### config.mk
export PLATFORM = sky130hd
export DESIGN_NAME = uart_dbg_bridge
export DESIGN_NICKNAME = d
export VERILOG_FILES = /design/src/rtl/uart_dbg_bridge.sv
export SDC_FILE = /design/constraint.sdc
export NUM_CORES = 1
export LEC_CHECK = 0
export CAP_MARGIN = 10
export CORE_MARGIN = 5
export CORE_UTILIZATION = 55
export DETAILED_ROUTE_END_ITERATION = 10
export PLACE_DENSITY = 0.85
export SETUP_SLACK_MARGIN = 0.5
export SLEW_MARGIN = 20
export SYNTH_ARGS = -nofsm -noshare
export SYNTH_HDL_FRONTEND = slang
export SYNTH_SLANG_ARGS = --single-unit
### constraint.sdc
create_clock -name clk -period 4.3 [get_ports clk]
set_clock_uncertainty 0.15 [all_clocks]
set_input_delay 1.29 -clock clk [delete_from_list [all_inputs] [get_ports clk]]
set_output_delay 1.29 -clock clk [all_outputs]
set_load 0.005 [all_outputs]
### src/rtl/uart_dbg_bridge.sv
// uart_dbg_bridge: UART byte-stream debug bridge to a classic Wishbone master.
// Frames: 'w' adr4 dat4 -> 'k'; 'r' adr4 -> dat4; 'g' adr4 -> 'k' then go pulse.
module uart_dbg_bridge #(
    parameter int timeout_cycles = 1000000
) (
    input  logic        clk,
    input  logic        reset_n,
    input  logic [7:0]  rx_data,
    input  logic        rx_avail,
    output logic        rx_ack,
    output logic [7:0]  tx_data,
    output logic        tx_wr,
    input  logic        tx_busy,
    output logic [31:0] wb_adr_o,
    output logic [31:0] wb_dat_o,
    input  logic [31:0] wb_dat_i,
    output logic [3:0]  wb_sel_o,
    output logic        wb_we_o,
    output logic        wb_stb_o,
    output logic        wb_cyc_o,
    input  logic        wb_ack_i,
    output logic        go,
    output logic [31:0] go_adr
);
    localparam int TW = $clog2(timeout_cycles + 1);

    typedef enum logic [2:0] {IDLE, ADR, DAT, BUS, EXEC, TX} state_t;

    state_t        state;
    logic [7:0]    op;
    logic [1:0]    cnt;
    logic [1:0]    left;
    logic [TW-1:0] timer;
    logic [31:0]   rbuf;
    logic          guard;
    logic          gpend;
    logic          take;
    logic          tx_ok;
    logic          in_frame;

    assign in_frame = (state == ADR) || (state == DAT);
    assign take     = rx_avail && !rx_ack && (state == IDLE || in_frame);
    // guard keeps a one-cycle gap after each strobe so tx_busy has time to rise
    assign tx_ok    = !tx_busy && !tx_wr && !guard;

    always_ff @(posedge clk or negedge reset_n) begin
        if (!reset_n) begin
            state    <= IDLE;
            op       <= '0;
            cnt      <= '0;
            left     <= '0;
            timer    <= '0;
            rbuf     <= '0;
            guard    <= 1'b0;
            gpend    <= 1'b0;
            rx_ack   <= 1'b0;
            tx_wr    <= 1'b0;
            tx_data  <= '0;
            wb_adr_o <= '0;
            wb_dat_o <= '0;
            wb_sel_o <= '0;
            wb_we_o  <= 1'b0;
            wb_stb_o <= 1'b0;
            wb_cyc_o <= 1'b0;
            go       <= 1'b0;
            go_adr   <= '0;
        end else begin
            rx_ack <= take;
            tx_wr  <= 1'b0;
            guard  <= tx_wr;
            go     <= tx_wr && gpend;
            timer  <= (take || !in_frame) ? '0 : timer + 1'b1;
            if (tx_wr)
                gpend <= 1'b0;
            case (state)
                IDLE: if (take) begin
                    op  <= rx_data;
                    cnt <= '0;
                    if (rx_data == 8'h77 || rx_data == 8'h72 || rx_data == 8'h67) begin
                        state <= ADR;
                    end else begin
                        rbuf  <= {8'h3F, 24'h0};
                        left  <= '0;
                        state <= TX;
                    end
                end
                ADR: if (take) begin
                    wb_adr_o <= {wb_adr_o[23:0], rx_data};
                    cnt      <= cnt + 1'b1;
                    if (cnt == 2'd3) begin
                        if (op == 8'h77) begin
                            state <= DAT;
                        end else if (op == 8'h72) begin
                            wb_cyc_o <= 1'b1;
                            wb_stb_o <= 1'b1;
                            wb_sel_o <= 4'hF;
                            wb_we_o  <= 1'b0;
                            state    <= BUS;
                        end else begin
                            state <= EXEC;
                        end
                    end
                end else if (timer == TW'(timeout_cycles - 1)) begin
                    cnt   <= '0;
                    state <= IDLE;
                end
                DAT: if (take) begin
                    wb_dat_o <= {wb_dat_o[23:0], rx_data};
                    cnt      <= cnt + 1'b1;
                    if (cnt == 2'd3) begin
                        wb_cyc_o <= 1'b1;
                        wb_stb_o <= 1'b1;
                        wb_sel_o <= 4'hF;
                        wb_we_o  <= 1'b1;
                        state    <= BUS;
                    end
                end else if (timer == TW'(timeout_cycles - 1)) begin
                    cnt   <= '0;
                    state <= IDLE;
                end
                BUS: if (wb_ack_i) begin
                    wb_cyc_o <= 1'b0;
                    wb_stb_o <= 1'b0;
                    wb_sel_o <= '0;
                    wb_we_o  <= 1'b0;
                    rbuf     <= wb_we_o ? {8'h6B, 24'h0} : wb_dat_i;
                    left     <= wb_we_o ? 2'd0 : 2'd3;
                    state    <= TX;
                end
                EXEC: begin
                    go_adr <= wb_adr_o;
                    rbuf   <= {8'h6B, 24'h0};
                    left   <= '0;
                    gpend  <= 1'b1;
                    state  <= TX;
                end
                TX: if (tx_ok) begin
                    tx_data <= rbuf[31:24];
                    rbuf    <= {rbuf[23:0], 8'h0};
                    tx_wr   <= 1'b1;
                    left    <= left - 1'b1;
                    if (left == 2'd0)
                        state <= IDLE;
                end
                default: state <= IDLE;
            endcase
        end
    end
endmodule

==> flow_summary.ini <==
[timing]
setup_viol = 0
finalSetupTns_ns = 0
post-route-period-util_pct = 77.1
clock.fmax_mhz = 302
slew_headroom_pct = 52.0
hold_viol = 0
period_minus_slack_ns = 3.32
worst_pin_slew_ns = 0.720
rsz0062_at_grt = false
fin_ws_ns = 0.985
hold-worst-slack_ns = 0.304
slew_viol_final = 0

[cts]
numClockSinks = 178
clk_pin_slew_worst_paths_ns = 0.06
cts_htree_levels = 4
numCtsBuffers = 17
cts_setup_buffers = 0
clk_path_buf_depth = 2
cts_resized = 0
tritoncts = yes
clk_latency_ns = 0.42
clock_tree.root_cell = clkbuf_16
hold_buffers = 0

[placed_design]
dp_cells = 887
place.detailed.hpwl_um = 11700
place.gp.congestion = 0.880
place_area_mm2 = 0.00942
portBuffers = 158
place_ws_ns = 0.546

[routing]
first_pass_iters = 4
via_count = 5123
wl_per_cell_um = 18.1
wl_um = 16500
drtAntennaViolNets = 0
drc = 0
drtIter0Drc = 345
vias_per_cell = 5.60

[critical_path]
critical_path.top_delay_family = buffers and inverters
worstSetupEndpointType = register
crit_top_cell = buf_4
required_ns = 4.49
crit_type = input port to register
cp_num_buf_inv = 3
slowest_delay_ns = 0.50
startpoint_type = input port
cp_data_arrival_time_ns = 3.51
worstPathCellList = clkdlybuf4s50_1 > and2_1 > o211ai_1 > a221oi_2 > a211oi_4 > buf_4 > buf_4 > mux2i_1
path_max_fanout = 28
cp_slowest_cell = clkdlybuf4s50_1

[logic_synthesis]
netlist_area_mm2 = 0.00769
synth_nets = 617
ys_warn_count = 0
ys_ff_latch = 178
synth_top_family_by_area = multiplexers
synthSimpleGateAreaFrac_pct = 8.34
synth.most_common_cell = dfrtp_1
synth_top_cell_area_share_pct = 57.9
synthArstFlopShare_pct = 100
yosys-top-cells-count = dfrtp_1 (178), mux2_2 (112), nand2_1 (26), nor2_1 (23), mux2_4 (20)
syn_inst = 569
synth-compound-area-share_pct = 5.68
ys.flop_type = dfrtp_1
synth_fa_ha_area_share_pct = 0.488
synth-seq-area-share_pct = 57.9
yosysTopAreaCell = dfrtp_1
avgSynthCellArea_um2 = 13.5
synthXorXnorAreaFrac_pct = 2.05
synth_cell_type_count = 55
synthMuxAreaShare_pct = 22.5
synthTopCellsByArea = dfrtp_1 (58%), mux2_2 (16%), mux2_4 (3.9%)
synth_edf_count = 0

[grt]
grt_usage_pct = 20.9
antenna_found_initial = 0
grt_pass1_wl_um = 27300
grt_max_degree = 77
grt_pass1_vias = 5364
gr-total-overflow = 0

[power_and_ir_drop]
p_per_area_mw_per_mm2 = 636
leakage_nw = 4.42
ir_drop_mv = 0.298

[die]
die_w_um = 128
dieArea_mm2 = 0.0165
rows = 43
io_pins = 159
core-area_mm2 = 0.0138
die_h_um = 128
start_util_pct = 55.9

[final_layout]
final_nets = 774
syn2layout_area_growth_pct = 29.4
design_area_mm2 = 0.00995
diodes = 0
fillCellCount = 940
final_cell_count_no_fill = 915
drive_above_1_share_pct = 24.2

[job]
max_cap_viol_count = 0

[run_status]
outcome = complete, no violations

[hold_path]
hold_path_class = register to register
-- final cells by class --
cell class	count	area, µm²	area share (%)
sequential	178	4450	44.8
multi-input combinational	345	3010	30.3
timing repair buffer	168	1670	16.8
clock buffer	21	440	4.43
tap	180	225	2.26
clock inverter	7	88.8	0.893
inverter	16	60.1	0.603
-- sequential cells by signal, indices dropped and copies added, names as in the netlist, 3 cells and up --
| register | cells |
|---|---|
| go_adr | 32 |
| rbuf | 32 |
| wb_adr_o | 32 |
| wb_dat_o | 32 |
| timer | 20 |
| op | 8 |
| tx_data | 8 |
| state | 3 |
-- layout by cell type, fill, tap and decap left out, types with 6 or more instances in the layout --
cell | netlist | routed
mux2_2 | 112 | 112
xor2_1 | 12 | 12
buf_4 | 8 | 9
mux2_4 | 20 | 20
nor2_1 | 23 | 23
a21oi_1 | 11 | 11
a22o_1 | 17 | 17
nand3_1 | 14 | 13
clkdlybuf4s50_1 | 0 | 157
clkbuf_16 | 0 | 17
nor4_1 | 8 | 8
dfrtp_1 | 178 | 178
mux2i_1 | 11 | 11
and2_1 | 7 | 7
xnor2_1 | 6 | 6
o21ai_0 | 8 | 8
inv_1 | 15 | 15
nand2_1 | 26 | 26
-- stage by stage --
step           util [%]  total power, mW
6_report           72.3             6.33
5_1_grt            72.3             6.67
4_1_cts            72.3             6.39
3_5_place_dp       68.4             4.94
3_3_place_gp       68.4             4.83
2_1_floorplan         -             3.83
-- logic make-up (layout without fill, tap and decap cells) --
| kind of cell | Yosys count | after routing |
|---|---|---|
| compound gates | 58 | 58 |
| flops | 178 | 178 |
| xor+xnor | 18 | 18 |
| mux | 148 | 148 |
| simple gates | 118 | 118 |
| fa+ha+maj | 3 | 3 |
| buf+inv | 46 | 212 |
-- worst paths after layout --
check	startpoint	to	slack, ns	depth (start not counted)
worst max-delay path	rx_data[2]	rbuf[2]	0.98	8
worst min-delay path	tx_wr	guard	0.30	0
worst max register to register	state[0]	rbuf[2]	1.52	7
worst min register to register	tx_wr	guard	0.30	0
max in group asynchronous	reset_n	wb_we_o	2.38	2
min in group asynchronous	reset_n	go_adr[24]	0.69	1
-- routing by layer --
metal,track usage (%),wire [µm],vias up
met4,6.55,190,0
met2,33.2,8120,170
met1,28.3,7220,2592
li1,-,-,2342
met3,5.42,994,19
met5,0,0,-
-- report_power, final --
group          switching, mW  total, mW  internal [mW]
clock                  0.589       1.43          0.838
combinational          0.879       2.32           1.44
sequential             0.433       2.58           2.15
No activity file was read; power rests on OpenSTA's default activity.
